**src/rtl/button_pulse_pkg.sv**
```systemverilog
// ---------------------------------------------------------------------------
// button_pulse_pkg
// Shared definitions for the pushbutton debounce / press-pulse block.
//   state_t          : 2-bit FSM state encoding (IDLE=0, PRESS_CHK=1,
//                      HELD=2, REL_CHK=3)
//   CNT_MAX_DEFAULT  : default stable-sample count (10 ms at 100 MHz)
// ---------------------------------------------------------------------------
package button_pulse_pkg;

    typedef enum logic [1:0] {
        IDLE      = 2'd0,
        PRESS_CHK = 2'd1,
        HELD      = 2'd2,
        REL_CHK   = 2'd3
    } state_t;

    localparam int CNT_MAX_DEFAULT = 1000000;

endpackage

```
**src/rtl/sync_2ff.sv**
```systemverilog
// ---------------------------------------------------------------------------
// sync_2ff
// Two-flop synchronizer for a single asynchronous level input.
// Ports:
//   clk : sampling clock, rising edge
//   rst : synchronous, active-low reset (clears both flops)
//   d   : asynchronous input
//   q   : synchronized output (second flop)
// ---------------------------------------------------------------------------
module sync_2ff (
    input  logic clk,
    input  logic rst,
    input  logic d,
    output logic q
);

    logic s1;
    logic s2;

    always_ff @(posedge clk) begin
        if (!rst) begin
            s1 <= 1'b0;
            s2 <= 1'b0;
        end else begin
            s1 <= d;
            s2 <= s1;
        end
    end

    assign q = s2;

endmodule

```
**src/rtl/button_pulse.sv**
```systemverilog
// ---------------------------------------------------------------------------
// button_pulse
// Debounces a raw pushbutton and emits one registered strobe per accepted
// press. A level change is accepted only after CNT_MAX consecutive stable
// samples of the synchronized input.
// Parameters:
//   CNT_MAX : stable-sample cycles needed to accept a change (2..2^24-1)
//   CNT_W   : debounce counter width, >= ceil(log2(CNT_MAX))
// Ports:
//   clk       : sole clock, rising edge
//   rst       : synchronous, active-low reset
//   btn_in    : raw, bouncy, asynchronous button input
//   pulse     : one-cycle strobe per accepted press (to op-select change_in)
//   level     : debounced button level (1 in HELD / REL_CHK)
//   press_cnt : count of accepted presses, wraps 255 -> 0
// ---------------------------------------------------------------------------
module button_pulse
    import button_pulse_pkg::*;
#(
    parameter int CNT_MAX = CNT_MAX_DEFAULT,
    parameter int CNT_W   = 20
) (
    input  logic       clk,
    input  logic       rst,
    input  logic       btn_in,
    output logic       pulse,
    output logic       level,
    output logic [7:0] press_cnt
);

    localparam logic [CNT_W-1:0] CNT_LAST = CNT_W'(CNT_MAX - 1);

    logic             s2;
    state_t           state;
    state_t           state_nxt;
    logic [CNT_W-1:0] cnt;
    logic [CNT_W-1:0] cnt_nxt;
    logic             pulse_nxt;
    logic             level_nxt;

    sync_2ff u_sync (
        .clk (clk),
        .rst (rst),
        .d   (btn_in),
        .q   (s2)
    );

    // Next-state / counter logic. The counter only runs in the two check
    // states and is cleared on every state change, so it stops at CNT_LAST.
    always_comb begin
        state_nxt = state;
        cnt_nxt   = cnt;
        pulse_nxt = 1'b0;
        case (state)
            IDLE: begin
                cnt_nxt = '0;
                if (s2) state_nxt = PRESS_CHK;
            end
            PRESS_CHK: begin
                if (!s2) begin
                    state_nxt = IDLE;
                    cnt_nxt   = '0;
                end else if (cnt == CNT_LAST) begin
                    state_nxt = HELD;
                    cnt_nxt   = '0;
                    pulse_nxt = 1'b1;
                end else begin
                    cnt_nxt = cnt + CNT_W'(1);
                end
            end
            HELD: begin
                cnt_nxt = '0;
                if (!s2) state_nxt = REL_CHK;
            end
            REL_CHK: begin
                // A bounce back to 1 returns to HELD without a new strobe.
                if (s2) begin
                    state_nxt = HELD;
                    cnt_nxt   = '0;
                end else if (cnt == CNT_LAST) begin
                    state_nxt = IDLE;
                    cnt_nxt   = '0;
                end else begin
                    cnt_nxt = cnt + CNT_W'(1);
                end
            end
            default: begin
                state_nxt = IDLE;
                cnt_nxt   = '0;
            end
        endcase
    end

    // level is registered from the next state so it stays aligned with state.
    assign level_nxt = (state_nxt == HELD) || (state_nxt == REL_CHK);

    always_ff @(posedge clk) begin
        if (!rst) begin
            state     <= IDLE;
            cnt       <= '0;
            pulse     <= 1'b0;
            level     <= 1'b0;
            press_cnt <= 8'd0;
        end else begin
            state <= state_nxt;
            cnt   <= cnt_nxt;
            pulse <= pulse_nxt;
            level <= level_nxt;
            if (pulse_nxt) press_cnt <= press_cnt + 8'd1;
        end
    end

endmodule

```
**config.mk**
```make
export PLATFORM = sky130hd
export DESIGN_NAME = button_pulse
export DESIGN_NICKNAME = d
export VERILOG_FILES = /design/src/rtl/button_pulse_pkg.sv /design/src/rtl/sync_2ff.sv /design/src/rtl/button_pulse.sv
export SDC_FILE = /design/constraint.sdc
export NUM_CORES = 1
export LEC_CHECK = 0
export BUFFER_PORTS_ARGS = -buffer_cell sky130_fd_sc_hd__buf_2
export CAP_MARGIN = 15
export CORE_MARGIN = 5
export CORE_UTILIZATION = 60
export DETAILED_ROUTE_END_ITERATION = 16
export PLACE_DENSITY_LB_ADDON = 0.25
export SKIP_CTS_REPAIR_TIMING = 1
export SLEW_MARGIN = 15
export SYNTH_ARGS = -nofsm -noshare
export SYNTH_HDL_FRONTEND = slang
export SYNTH_SLANG_ARGS = --single-unit
```
**constraint.sdc**
```tcl
create_clock -name clk -period 3.2 [get_ports clk]
set_input_delay 0.16 -clock clk [delete_from_list [all_inputs] [get_ports clk]]
set_output_delay 0.16 -clock clk [all_outputs]
set_load 0.01 [all_outputs]
```
* Yosys cells after proc, flatten, opt, wreduce, memory -nomap -nowiden
Index checks and enable logic that the tools add are counted.
** Storage, ports and cells
- Register bits :: 34
- Word-level logic and storage cells :: 32
- Output and inout port bits :: 10
** Operators by class
- Reduce and logical (&&, ||, !) cells :: 3
- Add/sub/neg operators :: 2
- Eq/ne operators :: 6
- Mux-type cells :: 14
** Operators with widths (count)
- 20-bit 2-to-1 mux :: 3
- 20-bit one-hot mux with 3 select lines :: 1
- 20-bit by 1-bit adder with 20-bit output (second input constant) :: 1
- 20-bit equality test (second input constant) :: 1
- 2-bit 2-to-1 mux :: 6
- 8-bit by 1-bit adder with 8-bit output (second input constant) :: 1
- 2-bit equality test (second input constant) :: 4
- 2-bit one-hot mux with 4 select lines :: 1
- 1-bit 2-to-1 mux :: 3
- 2-bit by 1-bit equality test with 1-bit output (second input constant) :: 1
- 2-bit zero test :: 1
- 2-bit OR reduction :: 1
- 1-bit logical OR :: 1

* Depth between registers and ports, before layout
Gate-level depths: netlist (run 1).
- Word-level depth :: 6
- Depth in mapped cells :: 7

* Cells and area by module
From an unflattened synthesis (run 1), not the netlist that was laid out.
** Second synthesis, totals
- Cells, all modules :: 173
- Area total of the unflattened synthesis :: 1478.9 um^2
** Modules (own cells, without submodules)
- button_pulse :: area an instance 1426.4 um^2, seq. area each 620.6 um^2, times used 1, cells each 169
- sync_2ff :: area an instance 52.6 um^2, seq. area each 40.0 um^2, times used 1, cells each 4

* Least setup slack after synthesis (run 1)
Ideal clock, no wire load.
- Kind :: reg2reg
- From :: reg cnt[9]
- To :: reg press_cnt[4]
- Required time :: 3.128 ns
- Path buffers :: 1
- Path slack :: 1.165 ns
- Period minus slack after synthesis :: 2.035 ns
- Cell stages (with the launch flop) :: 6
- Data arrival time :: 1.963 ns
- Setup time :: 0.072 ns
- Cells stage by stage :: dfxtp_1 -> or3b_1 -> or4_1 -> buf_2 -> or4_1 -> a21oi_1
** Between the ends
- Cells in the longest elaborated chain, start to end :: 4
** Ends and longest elaborated chain
- from (decl) :: line button_pulse.sv:36 : logic [CNT_W-1:0] cnt;
- from (signal assigned) :: line button_pulse.sv:106 : cnt <= cnt_nxt;
- 20-bit equality test :: line button_pulse.sv:63 : end else if (cnt == CNT_LAST) begin
- 1-bit 2-to-1 mux :: line button_pulse.sv:63
- 1-bit 2-to-1 mux :: line button_pulse.sv:60 : if (!s2) begin
- 1-bit 2-to-1 mux :: line button_pulse.sv:54 : case (state)
- to (signal assigned) :: line button_pulse.sv:109 : if (pulse_nxt) press_cnt <= press_cnt + 8'd1;
- to (decl) :: line button_pulse.sv:28 : output logic [7:0] press_cnt
No other way between the ends.
A chain may end at the register's enable or synchronous reset.

* Worst setup path after layout (run 1)
- From :: reg cnt[9]
- To :: reg press_cnt[6]
The elaborated chain is that of the path after synthesis.

==> impl_metrics.xml, run 1 <==
<?xml version="1.0" encoding="UTF-8"?>
<metrics>
  <group name="detailed_routing">
    <metric name="detail_route.drc_violations" unit="">0</metric>
    <metric name="drt-wirelength-per-cell" unit="microns">13.85</metric>
    <metric name="detailed_routing_iteration_count_for_the_pre_antenna_repair_pass" unit="">4</metric>
    <metric name="vias" unit="">1281</metric>
    <metric name="postRouteAntennaNets" unit="">0</metric>
    <metric name="postRouteWirelength" unit="microns">2923</metric>
    <metric name="drt_iter0_drc" unit="">40</metric>
    <metric name="route.detailed.vias_per_inst" unit="">6.071</metric>
  </group>
  <group name="synth">
    <metric name="synth_top_flop_cell" unit="">sky130_fd_sc_hd__dfxtp_1</metric>
    <metric name="synthTopCellsByCount" unit="">sky130_fd_sc_hd__dfxtp_1, sky130_fd_sc_hd__nor2_1, sky130_fd_sc_hd__a21oi_1</metric>
    <metric name="netlist_top_cells_area" unit="">sky130_fd_sc_hd__dfxtp_1, sky130_fd_sc_hd__xnor2_1, sky130_fd_sc_hd__a21oi_1, sky130_fd_sc_hd__nor2_1, sky130_fd_sc_hd__or4_1</metric>
    <metric name="synth_edf_count" unit="">0</metric>
    <metric name="synthesis.instances" unit="">171</metric>
    <metric name="avgSynthCellArea" unit="sq um">8.554</metric>
    <metric name="synth_warnings" unit="">0</metric>
    <metric name="post-synth-top-area-cell" unit="">sky130_fd_sc_hd__dfxtp_1</metric>
    <metric name="synth.top_cell.area_share" unit="%">45.17</metric>
    <metric name="mappedNetlistArea" unit="sq um">1463</metric>
    <metric name="ys_async_sr_fraction" unit="%">0</metric>
    <metric name="ys_types" unit="">29</metric>
    <metric name="net_count_synth" unit="">176</metric>
    <metric name="synth-seq-cells" unit="">33</metric>
    <metric name="synth_most_common_cell" unit="">sky130_fd_sc_hd__dfxtp_1</metric>
    <metric name="synth-seq-area-share" unit="%">45.17</metric>
  </group>
  <group name="clocking">
    <metric name="clock_latency" unit="ns">0.34</metric>
    <metric name="numCtsBuffers" unit="">5</metric>
    <metric name="cts_tree" unit="">built</metric>
    <metric name="cts_htree_levels" unit="">2</metric>
    <metric name="cts.root.buffer_cell" unit="">sky130_fd_sc_hd__clkbuf_4</metric>
    <metric name="path_clk_slew" unit="ns">0.10</metric>
    <metric name="clkSinkCount" unit="">33</metric>
    <metric name="clock_tree.buffer_depth" unit="">2</metric>
  </group>
  <group name="worst_setup_path">
    <metric name="timing.setup.critical_path_class" unit="">reg2reg</metric>
    <metric name="endpoint_kind" unit="">register</metric>
    <metric name="crit_path_max_fanout" unit="">18</metric>
    <metric name="timing.critical_path.arrival" unit="ns">2.61</metric>
    <metric name="worst_setup_path_start_kind" unit="">register</metric>
    <metric name="timing.critical_path.required" unit="ns">3.46</metric>
  </group>
  <group name="global_route">
    <metric name="antenna_found_initial" unit="">0</metric>
    <metric name="track_usage" unit="%">18.86</metric>
    <metric name="grt_start_max_net_pins" unit="">21</metric>
    <metric name="grt_pass1_wl" unit="microns">5092</metric>
    <metric name="overflow" unit="">0</metric>
    <metric name="first_global_vias" unit="">1212</metric>
  </group>
  <group name="sta">
    <metric name="drv_slew" unit="">0</metric>
    <metric name="report.final.hold_viol_count" unit="">0</metric>
    <metric name="timing.max_slew.rel_slack" unit="%">58.96</metric>
    <metric name="timing.final.setup_violations" unit="">0</metric>
    <metric name="period_needed" unit="ns">2.351</metric>
    <metric name="timing.clock.skew" unit="ns">0.01079</metric>
    <metric name="fin_crit_share" unit="%">73.47</metric>
    <metric name="finalSetupTns" unit="ns">0</metric>
    <metric name="rsz_0062_raised_after_global_routing" unit="">no</metric>
    <metric name="layout_setup_ws" unit="ns">0.8489</metric>
    <metric name="worstMarginPinSlew" unit="ns">0.6156</metric>
    <metric name="achievable-frequency" unit="MHz">425.3</metric>
  </group>
  <group name="power">
    <metric name="power.ir.vdd_worst" unit="mV">0.3246</metric>
    <metric name="power_per_cell_area" unit="nW/um^2">412.2</metric>
    <metric name="totalPowerFinal" unit="mW">0.6535</metric>
    <metric name="p_leak" unit="nW">0.4962</metric>
  </group>
  <group name="finish">
    <metric name="antenna_cells" unit="">0</metric>
    <metric name="final_net_count" unit="">188</metric>
    <metric name="area.growth.synth_to_final" unit="%">8.383</metric>
    <metric name="drive_gt1_share" unit="%">9.836</metric>
    <metric name="final_core_utilization" unit="%">69.65</metric>
  </group>
  <group name="place">
    <metric name="io_buffer_count" unit="">12</metric>
    <metric name="preCtsSetupSlack" unit="ns">0.8911</metric>
    <metric name="routability_cong" unit="">0.8109</metric>
    <metric name="dpl.hpwl" unit="microns">2122</metric>
  </group>
  <group name="run">
    <metric name="cap_viol_max_count" unit="">0</metric>
  </group>
  <group name="floorplanning">
    <metric name="start_util" unit="%">64.27</metric>
    <metric name="placeable_area" unit="sq um">2276</metric>
    <metric name="die_y" unit="microns">59.38</metric>
    <metric name="pin_count" unit="">13</metric>
    <metric name="die_x_extent" unit="microns">59.38</metric>
    <metric name="die_area" unit="sq um">3525</metric>
    <metric name="placement_rows" unit="">17</metric>
  </group>
  <group name="outcome">
    <metric name="status" unit="">finished, final reports clean</metric>
  </group>
  <group name="hold_path">
    <metric name="min-delay-path-class" unit="">in2reg</metric>
  </group>
</metrics>
## flip-flops by register name (all words and copies together) (netlist names)
name,flops
cnt,20
state,1
level,1
press_cnt,8
pulse,1
u_sync.q,1
u_sync.s1,1
## final cells by class
type,count,area (sq um)
Sequential cell,33,660.6
Fill cell,192,690.7
Clock buffer,7,55.05
Timing Repair Buffer,12,60.06
Inverter,7,26.28
Multi-Input combinational cell,124,748.2
Tap cell,28,35.03
## per-layer routing
| layer | vias up | track usage (%) | part of all wire (%) |
|---|---|---|---|
| li1 | 640 | - | - |
| met1 | 602 | 21.33 | 44 |
| met2 | 32 | 32.92 | 48 |
| met3 | 7 | 3.922 | 5.8 |
| met4 | 0 | 9.709 | 2.2 |
| met5 | - | 0 | 0 |
## path summary, 6_finish.rpt
check / startpoint / endpoint / slack [ns] / cells past startpoint
max reg2reg: cnt[9] / press_cnt[6] / 0.85 / 4
max: cnt[9] / press_cnt[6] / 0.85 / 4
min reg2reg: u_sync.s1 / u_sync.q / 0.44 / 1
min: btn_in / u_sync.s1 / 0.02 / 2
## metrics by stage
stage	hold WS, ns	instance area (sq um)	std cells
floorplan	0.2762	1463	171
global placement	0.3647	1530	204
detailed placement	0.3708	1530	204
CTS	0.02308	1585	211
global route	0.03685	1585	211
finish	0.02046	1585	211
## cell families after synthesis
kind of cell / count (synthesis) / synth area share, %
simple gates: 77 / 28.91
flops: 33 / 45.17
compound gates: 32 / 12.75
buf+inv: 14 / 3.678
xor+xnor: 13 / 7.784
fa+ha+maj: 2 / 1.711
## power by group
group | internal [mW] | switching (mW)
Clock | 0.104 | 0.131
Sequential | 0.412 | 0.00111
Combinational | 0.00210 | 0.00362
## worst max-delay path, cell delays in order (launching register included)
cell	delay, ns
sky130_fd_sc_hd__dfxtp_1	0.40
sky130_fd_sc_hd__or3b_1	0.38
sky130_fd_sc_hd__or4_1	0.76
sky130_fd_sc_hd__or4_1	0.58
sky130_fd_sc_hd__a21oi_1	0.16
## cell usage in the layout, fill, tap and decap left out, types with 2 or more instances in the layout
master	netlist	final
sky130_fd_sc_hd__o31ai_1	7	7
sky130_fd_sc_hd__nor2_1	18	18
sky130_fd_sc_hd__dfxtp_1	33	33
sky130_fd_sc_hd__nor3_1	3	3
sky130_fd_sc_hd__nor4_1	4	4
sky130_fd_sc_hd__a21oi_1	14	14
sky130_fd_sc_hd__or3_1	7	7
sky130_fd_sc_hd__and3_1	3	3
sky130_fd_sc_hd__nand3_1	11	11
sky130_fd_sc_hd__inv_1	6	6
sky130_fd_sc_hd__o21ai_0	7	7
sky130_fd_sc_hd__nand4_1	5	5
sky130_fd_sc_hd__clkbuf_4	0	5
sky130_fd_sc_hd__xor2_1	3	3
sky130_fd_sc_hd__buf_2	1	12
sky130_fd_sc_hd__ha_1	2	2
sky130_fd_sc_hd__or4_1	9	9
sky130_fd_sc_hd__xnor2_1	10	10
sky130_fd_sc_hd__nand2_1	9	9
sky130_fd_sc_hd__o21a_1	2	2
sky130_fd_sc_hd__and2_1	3	3
No activity file was read; power rests on OpenSTA's default activity.
==> run 2: changes to the inputs <==
CORE_UTILIZATION = 57   (was 60)
clock period = 2.4 ns   (was 3.2 ns; I/O delays follow)
==> run 2 against run 1 <==
Compared with the run above:
- clock power increased by 34%
- sequential share of layout area decreased by 1.1 points
- power up 34%
- cell area up 2.6%
- global-route usage fell by 0.99 points
- register-to-register slack got worse by 0.65 ns
- largest power group unchanged
- highest routed layer unchanged
==> impl_metrics.xml, run 2 (synthesis results as in run 1) <==
<?xml version="1.0" encoding="UTF-8"?>
<metrics>
  <group name="outcome">
    <metric name="status" unit="">finished, final reports clean</metric>
  </group>
  <group name="hold_path">
    <metric name="hold_depth" unit="">3</metric>
    <metric name="min-delay-path-class" unit="">in2reg</metric>
  </group>
  <group name="worst_setup_path">
    <metric name="worst_setup_path_start_kind" unit="">register</metric>
    <metric name="timing.critical_path.required" unit="ns">2.67</metric>
    <metric name="timing.setup.critical_path_class" unit="">reg2reg</metric>
    <metric name="endpoint_kind" unit="">register</metric>
    <metric name="timing.critical_path.arrival" unit="ns">2.46</metric>
    <metric name="reg2reg_depth" unit="">5</metric>
    <metric name="crit_path_max_fanout" unit="">18</metric>
  </group>
  <group name="floorplanning">
    <metric name="die_x_extent" unit="microns">60.66</metric>
    <metric name="placeable_area" unit="sq um">2455</metric>
    <metric name="placement_rows" unit="">18</metric>
    <metric name="die_y" unit="microns">60.66</metric>
    <metric name="pin_count" unit="">13</metric>
    <metric name="die_area" unit="sq um">3679</metric>
    <metric name="start_util" unit="%">59.58</metric>
  </group>
  <group name="detailed_routing">
    <metric name="drt-wirelength-per-cell" unit="microns">13.03</metric>
    <metric name="detail_route.drc_violations" unit="">0</metric>
    <metric name="postRouteWirelength" unit="microns">2828</metric>
    <metric name="drt_iter0_drc" unit="">72</metric>
    <metric name="route.detailed.vias_per_inst" unit="">5.986</metric>
    <metric name="vias" unit="">1299</metric>
    <metric name="postRouteAntennaNets" unit="">0</metric>
    <metric name="detailed_routing_iteration_count_for_the_pre_antenna_repair_pass" unit="">4</metric>
  </group>
  <group name="sta">
    <metric name="drv_slew" unit="">0</metric>
    <metric name="report.final.hold_viol_count" unit="">0</metric>
    <metric name="finalSetupTns" unit="ns">0</metric>
    <metric name="hold_slack" unit="ns">0.04404</metric>
    <metric name="period_needed" unit="ns">2.196</metric>
    <metric name="fin_crit_share" unit="%">91.51</metric>
    <metric name="timing.max_slew.rel_slack" unit="%">63.98</metric>
    <metric name="worstMarginPinSlew" unit="ns">0.5353</metric>
    <metric name="rsz_0062_raised_after_global_routing" unit="">no</metric>
    <metric name="achievable-frequency" unit="MHz">455.3</metric>
    <metric name="timing.final.setup_violations" unit="">0</metric>
    <metric name="timing.clock.skew" unit="ns">0.01080</metric>
  </group>
  <group name="finish">
    <metric name="filler_cell_count" unit="">200</metric>
    <metric name="final_core_utilization" unit="%">66.26</metric>
    <metric name="multi_input_logic_area" unit="sq um">754.5</metric>
    <metric name="largest_registers" unit="">cnt (20), press_cnt (8)</metric>
    <metric name="antenna_cells" unit="">0</metric>
    <metric name="instances_no_fill" unit="">217</metric>
    <metric name="area.growth.synth_to_final" unit="%">11.21</metric>
    <metric name="layout_common_cells" unit="">sky130_fd_sc_hd__dfxtp_1, sky130_fd_sc_hd__nor2_1, sky130_fd_sc_hd__a21oi_1</metric>
    <metric name="largest-register" unit="">cnt</metric>
    <metric name="drive_gt1_share" unit="%">11.76</metric>
    <metric name="final_net_count" unit="">192</metric>
    <metric name="largest_register_ffs" unit="">20</metric>
    <metric name="stdcell_area" unit="sq um">1627</metric>
    <metric name="layout.area.seq" unit="sq um">660.6</metric>
    <metric name="commonest_non_fill_non_tap_cell_in_the_layout" unit="">sky130_fd_sc_hd__dfxtp_1</metric>
  </group>
  <group name="power">
    <metric name="power.ir.vdd_worst" unit="mV">0.4594</metric>
    <metric name="power_per_cell_area" unit="nW/um^2">538.2</metric>
    <metric name="p_leak" unit="nW">0.5144</metric>
  </group>
  <group name="clocking">
    <metric name="cts_htree_levels" unit="">2</metric>
    <metric name="clkSinkCount" unit="">33</metric>
    <metric name="numCtsBuffers" unit="">5</metric>
    <metric name="cts_tree" unit="">built</metric>
    <metric name="cts.root.buffer_cell" unit="">sky130_fd_sc_hd__clkbuf_4</metric>
    <metric name="clock_latency" unit="ns">0.33</metric>
    <metric name="path_clk_slew" unit="ns">0.10</metric>
    <metric name="clock_tree.buffer_depth" unit="">2</metric>
  </group>
  <group name="global_route">
    <metric name="grt_start_max_net_pins" unit="">21</metric>
    <metric name="antenna_found_initial" unit="">0</metric>
    <metric name="grt_pass1_wl" unit="microns">4954</metric>
    <metric name="overflow" unit="">0</metric>
    <metric name="first_global_vias" unit="">1236</metric>
    <metric name="track_usage" unit="%">17.86</metric>
  </group>
  <group name="place">
    <metric name="placement.cell_area" unit="sq um">1555</metric>
    <metric name="placed_cells" unit="">209</metric>
    <metric name="routability_cong" unit="">0.8357</metric>
    <metric name="dpl.hpwl" unit="microns">1954</metric>
    <metric name="io_buffer_count" unit="">12</metric>
  </group>
  <group name="run">
    <metric name="cap_viol_max_count" unit="">0</metric>
  </group>
</metrics>
[run 2: cell types whose count changed in the layout (fill, tap and decap cells not counted), sizes merged]
cell and change:
buf +3, dlygate4sd3 +1
[run 2: final timing paths]
| kind | startpoint | end | slack (ns) |
|---|---|---|---|
| setup reg to reg | cnt[9] | press_cnt[5] | 0.20 |
| hold / removal | rst | state[0] | 0.04 |
| setup / recovery | cnt[9] | press_cnt[5] | 0.20 |
| hold reg to reg | cnt[0] | cnt[0] | 0.45 |
[run 2: metal layers]
metal | up-vias | track usage [%] | part of all wire (%)
met5 | - | 0 | 0
met4 | 0 | 7.430 | 2.6
met3 | 10 | 6.383 | 5.7
met2 | 37 | 31.30 | 48
met1 | 607 | 19.45 | 44
li1 | 645 | - | -
[run 2: worst max-delay path: stages, from the launching register on]
cell	delay, ns
sky130_fd_sc_hd__dfxtp_1	0.39
sky130_fd_sc_hd__or3b_1	0.37
sky130_fd_sc_hd__or4_1	0.50
sky130_fd_sc_hd__buf_4	0.20
sky130_fd_sc_hd__or4_1	0.52
sky130_fd_sc_hd__a21oi_1	0.16
[run 2: power by group]
part | internal, mW | switching, mW | leakage, nW
combinational | 0.00392 | 0.00489 | 0.217
sequential | 0.549 | 0.00161 | 0.266
clock | 0.138 | 0.178 | 0.0314
total | 0.691 | 0.184 | 0.514
[run 2: through the flow]
| step | setup slack (ns) | total power [mW] |
|---|---|---|
| after floorplan | 0.3650 | 0.5670 |
| after global placement | 0.2839 | 0.5706 |
| after detailed placement | 0.2358 | 0.5710 |
| after CTS | 0.2038 | 0.8791 |
| after global routing | 0.07617 | 0.9089 |
| final | 0.2039 | 0.8754 |
[run 2: area by class of cell]
cell class,instances,area share [%]
tap,30,2.308
sequential,33,40.62
inverter,7,1.615
clock buffer,7,3.385
multi-input combinational,124,46.38
timing repair buffer,16,5.692
